`src/rtl/pll_lock_sequencer.sv`:
```
// -----------------------------------------------------------------------------
// pll_lock_sequencer
//
// Power-up and lock-supervision controller for the iCE40 PLL wrapper. Runs on
// the 12 MHz reference clock.
//
// Sequence:
//   - Hold the PLL in reset.
//   - Wait for LOCK.
//   - Require LOCK to stay stable for a programmable window.
//   - Release the system reset.
//
// A PLL that never locks is retried; after repeated timeouts the controller
// parks in FAULT until relock_req or reset_n.
//
// Ports:
//   clock_in    - 12 MHz reference clock (same pin that feeds the PLL)
//   reset_n     - asynchronous active-low reset
//   locked      - PLL LOCK output, asynchronous to clock_in
//   relock_req  - single-cycle request to restart the full sequence
//   pll_resetb  - PLL RESETB pin drive, 0 holds the PLL in reset
//   sys_rst_n   - active-low reset for downstream logic (high only in RUN)
//   pll_ready   - high only in RUN
//   fault       - high only in FAULT
//   retry_count - lock timeouts since the last RUN entry or restart
// -----------------------------------------------------------------------------
module pll_lock_sequencer #(
    parameter int PLL_RESET_CYCLES    = 12,
    parameter int LOCK_TIMEOUT_CYCLES = 12000,
    parameter int LOCK_STABLE_CYCLES  = 1200,
    parameter int MAX_RETRIES         = 2,
    parameter int CNT_W               = 16
) (
    input  logic       clock_in,
    input  logic       reset_n,
    input  logic       locked,
    input  logic       relock_req,
    output logic       pll_resetb,
    output logic       sys_rst_n,
    output logic       pll_ready,
    output logic       fault,
    output logic [1:0] retry_count
);

    typedef enum logic [2:0] {
        ST_PLL_RST   = 3'd0,
        ST_WAIT_LOCK = 3'd1,
        ST_STABLE    = 3'd2,
        ST_RUN       = 3'd3,
        ST_FAULT     = 3'd4
    } state_t;

    // Terminal counts: a phase of N cycles ends when the counter reads N-1.
    localparam logic [CNT_W-1:0] RST_LAST     = CNT_W'(PLL_RESET_CYCLES - 1);
    localparam logic [CNT_W-1:0] TIMEOUT_LAST = CNT_W'(LOCK_TIMEOUT_CYCLES - 1);
    localparam logic [CNT_W-1:0] STABLE_LAST  = CNT_W'(LOCK_STABLE_CYCLES - 1);
    localparam logic [1:0]       RETRY_MAX    = 2'(MAX_RETRIES);

    state_t           state_r;
    state_t           state_nx_s;
    logic [CNT_W-1:0] cnt_r;
    logic [1:0]       retry_nx_s;
    logic             cnt_clr_s;
    logic             sync1_r;
    logic             lock_sync_r;

    // Two-flop synchronizer bringing the asynchronous LOCK into clock_in.
    always_ff @(posedge clock_in or negedge reset_n) begin
        if (!reset_n) begin
            sync1_r     <= 1'b0;
            lock_sync_r <= 1'b0;
        end else begin
            sync1_r     <= locked;
            lock_sync_r <= sync1_r;
        end
    end

    // Next-state and next-retry decision; relock_req overrides everything.
    always_comb begin
        state_nx_s = state_r;
        retry_nx_s = retry_count;
        if (relock_req) begin
            state_nx_s = ST_PLL_RST;
            retry_nx_s = 2'd0;
        end else begin
            case (state_r)
                ST_PLL_RST: begin
                    if (cnt_r == RST_LAST) begin
                        state_nx_s = ST_WAIT_LOCK;
                    end else begin
                        state_nx_s = ST_PLL_RST;
                    end
                end
                ST_WAIT_LOCK: begin
                    if (lock_sync_r) begin
                        state_nx_s = ST_STABLE;
                    end else if (cnt_r == TIMEOUT_LAST) begin
                        if (retry_count == RETRY_MAX) begin
                            state_nx_s = ST_FAULT;
                        end else begin
                            state_nx_s = ST_PLL_RST;
                            retry_nx_s = retry_count + 2'd1;
                        end
                    end else begin
                        state_nx_s = ST_WAIT_LOCK;
                    end
                end
                ST_STABLE: begin
                    // A lock drop wins even on the last cycle of the window.
                    if (!lock_sync_r) begin
                        state_nx_s = ST_WAIT_LOCK;
                    end else if (cnt_r == STABLE_LAST) begin
                        state_nx_s = ST_RUN;
                        retry_nx_s = 2'd0;
                    end else begin
                        state_nx_s = ST_STABLE;
                    end
                end
                ST_RUN: begin
                    if (!lock_sync_r) begin
                        state_nx_s = ST_PLL_RST;
                    end else begin
                        state_nx_s = ST_RUN;
                    end
                end
                ST_FAULT: begin
                    state_nx_s = ST_FAULT;
                end
                default: begin
                    state_nx_s = ST_PLL_RST;
                    retry_nx_s = 2'd0;
                end
            endcase
        end
        // relock_req in PLL_RST keeps the state but must still restart the count.
        cnt_clr_s = relock_req || (state_nx_s != state_r);
    end

    // FSM state, phase counter, retry count and outputs decoded from next state.
    always_ff @(posedge clock_in or negedge reset_n) begin
        if (!reset_n) begin
            state_r     <= ST_PLL_RST;
            cnt_r       <= '0;
            retry_count <= 2'd0;
            pll_resetb  <= 1'b0;
            sys_rst_n   <= 1'b0;
            pll_ready   <= 1'b0;
            fault       <= 1'b0;
        end else begin
            state_r     <= state_nx_s;
            retry_count <= retry_nx_s;
            if (cnt_clr_s) begin
                cnt_r <= '0;
            end else begin
                cnt_r <= cnt_r + CNT_W'(1);
            end
            case (state_nx_s)
                ST_WAIT_LOCK, ST_STABLE: begin
                    pll_resetb <= 1'b1;
                    sys_rst_n  <= 1'b0;
                    pll_ready  <= 1'b0;
                    fault      <= 1'b0;
                end
                ST_RUN: begin
                    pll_resetb <= 1'b1;
                    sys_rst_n  <= 1'b1;
                    pll_ready  <= 1'b1;
                    fault      <= 1'b0;
                end
                ST_FAULT: begin
                    pll_resetb <= 1'b0;
                    sys_rst_n  <= 1'b0;
                    pll_ready  <= 1'b0;
                    fault      <= 1'b1;
                end
                default: begin
                    pll_resetb <= 1'b0;
                    sys_rst_n  <= 1'b0;
                    pll_ready  <= 1'b0;
                    fault      <= 1'b0;
                end
            endcase
        end
    end

endmodule

```
`config.mk`:
```
export PLATFORM = sky130hd
export DESIGN_NAME = pll_lock_sequencer
export DESIGN_NICKNAME = d
export VERILOG_FILES = /design/src/rtl/pll_lock_sequencer.sv
export SDC_FILE = /design/constraint.sdc
export NUM_CORES = 1
export LEC_CHECK = 0
export CAP_MARGIN = 10
export CORE_MARGIN = 2
export CORE_UTILIZATION = 35
export DETAILED_ROUTE_END_ITERATION = 6
export SLEW_MARGIN = 20
export SYNTH_ARGS = -nofsm -noshare
export SYNTH_HDL_FRONTEND = slang
export SYNTH_SLANG_ARGS = --single-unit
```
`constraint.sdc`:
```
create_clock -name clock_in -period 2.4 [get_ports clock_in]
set_input_delay 0.24 -clock clock_in [delete_from_list [all_inputs] [get_ports clock_in]]
set_output_delay 0.24 -clock clock_in [all_outputs]
set_load 0.1 [all_outputs]
```
==> results_dict.tcl <==
set metrics [dict create \
    firstDrtPassIters 4 \
    areaGrowthSynthToFinish_pct 8.90 \
    fin_tns_setup_ps 0 \
    yosysTopAreaCellShare 0.445 \
    nets 156 \
    track_usage 0.137 \
    cts_tree "done" \
    gp_congestion 0.848 \
    status "complete, no violations" \
    clock_path_buffers 2 \
    initial_core_util 0.366 \
    drc 0 \
    routedWlPerCell_um 13.9 \
    ios 10 \
    crit_buf_inv 0 \
    htreeDepth 1 \
    io_buffers 9 \
    via_count 1063 \
    die_h_um 68.6 \
    cts.clk_slew.worst_paths_ps 90 \
    crit_fanout 12 \
    cp_data_required_time_ps 2560 \
    synth_area_um2 1460 \
    cp_slowest_stage_delay_ps 570 \
    cts_root_buffer "clkbuf_8" \
    synth_cell_type_count 43 \
    synth_area_leader_cell "dfrtp_1" \
    async_reset_ff_frac 1.00 \
    grt_max_degree 27 \
    period_share 0.944 \
    hold_path.class "input pin to asynchronous set/reset pin" \
    relSlewSlack 0.748 \
    path_delay_family "simple AND/OR/NAND/NOR gates" \
    slew_violations 0 \
    tightest_slew_ps 375 \
    synth_area_leaders "dfrtp_1 (44%), nor3_1 (4.8%), xor2_1 (4.8%), nand4_1 (3.8%), xnor2_1 (3.6%)" \
    dieWidth_um 68.6 \
    p_per_area_nw_per_um2 533 \
    die_area_um2 4710 \
    grt_overflow_total 0 \
    clock_skew_ps 4.91 \
    worstPathCellList "or4_4 > or4_1 > o31ai_2 > o32a_2 > nor3_1" \
    postSynthAreaPerCell_um2 10.4 \
    drive_above_1_share 0.174 \
    finalHoldWorstSlack_ps 325 \
    synth_nets 146 \
    clk_latency_ps 270 \
    worstSetupStartpointType "flip-flop" \
    yosysWarnings 0 \
    crit_arrival_ps 2420 \
    cts_inserted_buffers 3 \
    grt_antenna_before_repair 0 \
    drt_iter0_drc 40 \
    yosysSeqAreaShare 0.445 \
    syn_inst 140 \
    p_leak_nw 0.671 \
    grt_pass1_wl_um 4860 \
    synth-main-ff-cell "dfrtp_1" \
    setup-violations-final 0 \
    vias_per_cell 5.34 \
    rsz0062_at_grt "false" \
    critical_path_class "flip-flop to flip-flop" \
    synth-seq-cells 26 \
    rows 23 \
    ant_nets 0 \
    grt_pass1_vias 1068 \
    critPathSlowestCell "or4_4" \
    post_cts_buffers 0 \
    wl_um 2770 \
    coreArea_um2 4000 \
    worst_setup_path_end_kind "flip-flop" \
    hold_viol 0 \
    cap_viol_max_count 0 \
    n_antenna_cell 0 \
    clock_sinks 26 \
    synth_edf_count 0 \
    period_minus_slack_ps 2270 \
    fmax_mhz 441 \
    dp_hpwl_um 2050 \
    regToRegSetupSlack_ps 130 \
    worst_ir_drop_vdd_mv 0.259 \
]
[metrics by stage]
stage | total power [W] | std cells | util | worst slack [ps] | area (um2)
final | 0.000850 | 199 | 0.398 | 134 | 1590
after detailed placement | 0.000493 | 195 | 0.378 | 149 | 1510
after global routing | 0.000882 | 199 | 0.398 | 12.1 | 1590
after floorplan | 0.000474 | 140 | - | 279 | 1460
after CTS | 0.000859 | 199 | 0.396 | 112 | 1580
after global placement | 0.000492 | 195 | 0.378 | 175 | 1510
[Yosys cell counts (2+ instances only)]
library cell,instances
or2b_2,2
and4_2,2
ha_1,2
buf_6,2
nor2_1,12
o21ai_0,2
inv_1,3
nand4_1,9
nand2_1,6
nor4_1,2
dfrtp_1,26
xnor2_1,6
or2_2,2
nand3_1,8
nor3_1,14
buf_12,2
buf_4,2
a21oi_1,3
xor2_1,8
and3_1,4
[cells by family (layout without fill, tap and decap cells)]
| kind of cell | after synthesis | count (layout) | synth area share |
|---|---|---|---|
| adders and majority gates | 2 | 2 | 0.0171 |
| muxes | 1 | 1 | 0.00684 |
| buffers and inverters | 10 | 19 | 0.0830 |
| DFF | 26 | 26 | 0.445 |
| and+or+nand+nor | 75 | 75 | 0.305 |
| AOI/OAI and AO/OA | 12 | 12 | 0.0590 |
| xor gates and xnor gates | 14 | 14 | 0.0838 |
[cell usage in the layout, fill, tap and decap left out, types with 2 or more instances in the layout]
| cell | instances |
|---|---|
| a21oi_1 | 3 |
| and3_1 | 4 |
| and4_2 | 2 |
| buf_4 | 9 |
| clkbuf_8 | 3 |
| clkdlybuf4s50_1 | 3 |
| dfrtp_1 | 26 |
| ha_1 | 2 |
| inv_1 | 3 |
| nand2_1 | 6 |
| nand3_1 | 8 |
| nand4_1 | 9 |
| nor2_1 | 12 |
| nor3_1 | 14 |
| nor4_1 | 2 |
| o21ai_0 | 2 |
| or2_2 | 2 |
| or2b_2 | 2 |
| xnor2_1 | 6 |
| xor2_1 | 8 |
[sequential cells by signal, indices dropped and copies added, names as in the netlist]
signal / count
retry_count: 2
cnt_r: 16
sync1_r: 1
fault: 1
pll_resetb: 1
lock_sync_r: 1
pll_ready: 1
state_r: 3
[timing repair]
action / in CTS / in global routing
setup endpoints to repair: 0 / 2
resized for setup: 0 / 1
endpoints found under the hold margin: 0 / 0
hold buffers: 0 / 0
[layer usage]
metal / GRT usage / vias up / wire length [um]
li1: - / 526 / -
met1: 0.197 / 523 / 1380
met2: 0.206 / 12 / 1300
met3: 0.0227 / 2 / 71
met4: 0.0525 / 0 / 20
met5: 0 / - / 0
[layout make-up]
type                            instances  area, um2
Fill cell                             374       2410
Multi-Input combinational cell        104        699
Sequential cell                        26        651
Timing Repair Buffer                   12       97.6
Tap cell                               50       62.6
Clock buffer                            3       41.3
Clock inverter                          1       30.0
Inverter                                3       11.3
[worst register-to-register path, delay by kind of cell (launching register included)]
family | cells | cell delay [ps]
AND/OR/NAND/NOR | 3 | 1170
flip-flops | 1 | 430
AO/OA/AOI/OAI | 2 | 560
[path summary, 6_finish.rpt]
path	from	end	cells past startpoint
worst max-delay path	cnt_r[8]$_DFF_PN0_	cnt_r[9]$_DFF_PN0_	5
worst min-delay path	reset_n	cnt_r[15]$_DFF_PN0_	2
worst max register to register	cnt_r[8]$_DFF_PN0_	cnt_r[9]$_DFF_PN0_	5
worst min register to register	sync1_r$_DFF_PN0_	lock_sync_r$_DFF_PN0_	0
max in group asynchronous	reset_n	cnt_r[14]$_DFF_PN0_	2
min in group clock_in	sync1_r$_DFF_PN0_	lock_sync_r$_DFF_PN0_	0
[where the power goes]
| part | switching, W | internal (W) | total (W) |
|---|---|---|---|
| Sequential | 0.00000553 | 0.000444 | 0.000449 |
| Combinational | 0.0000208 | 0.0000143 | 0.0000351 |
| Clock | 0.000142 | 0.000223 | 0.000365 |
| Total | 0.000168 | 0.000681 | 0.000850 |
Note: power is estimated with default switching activity, not from simulation.
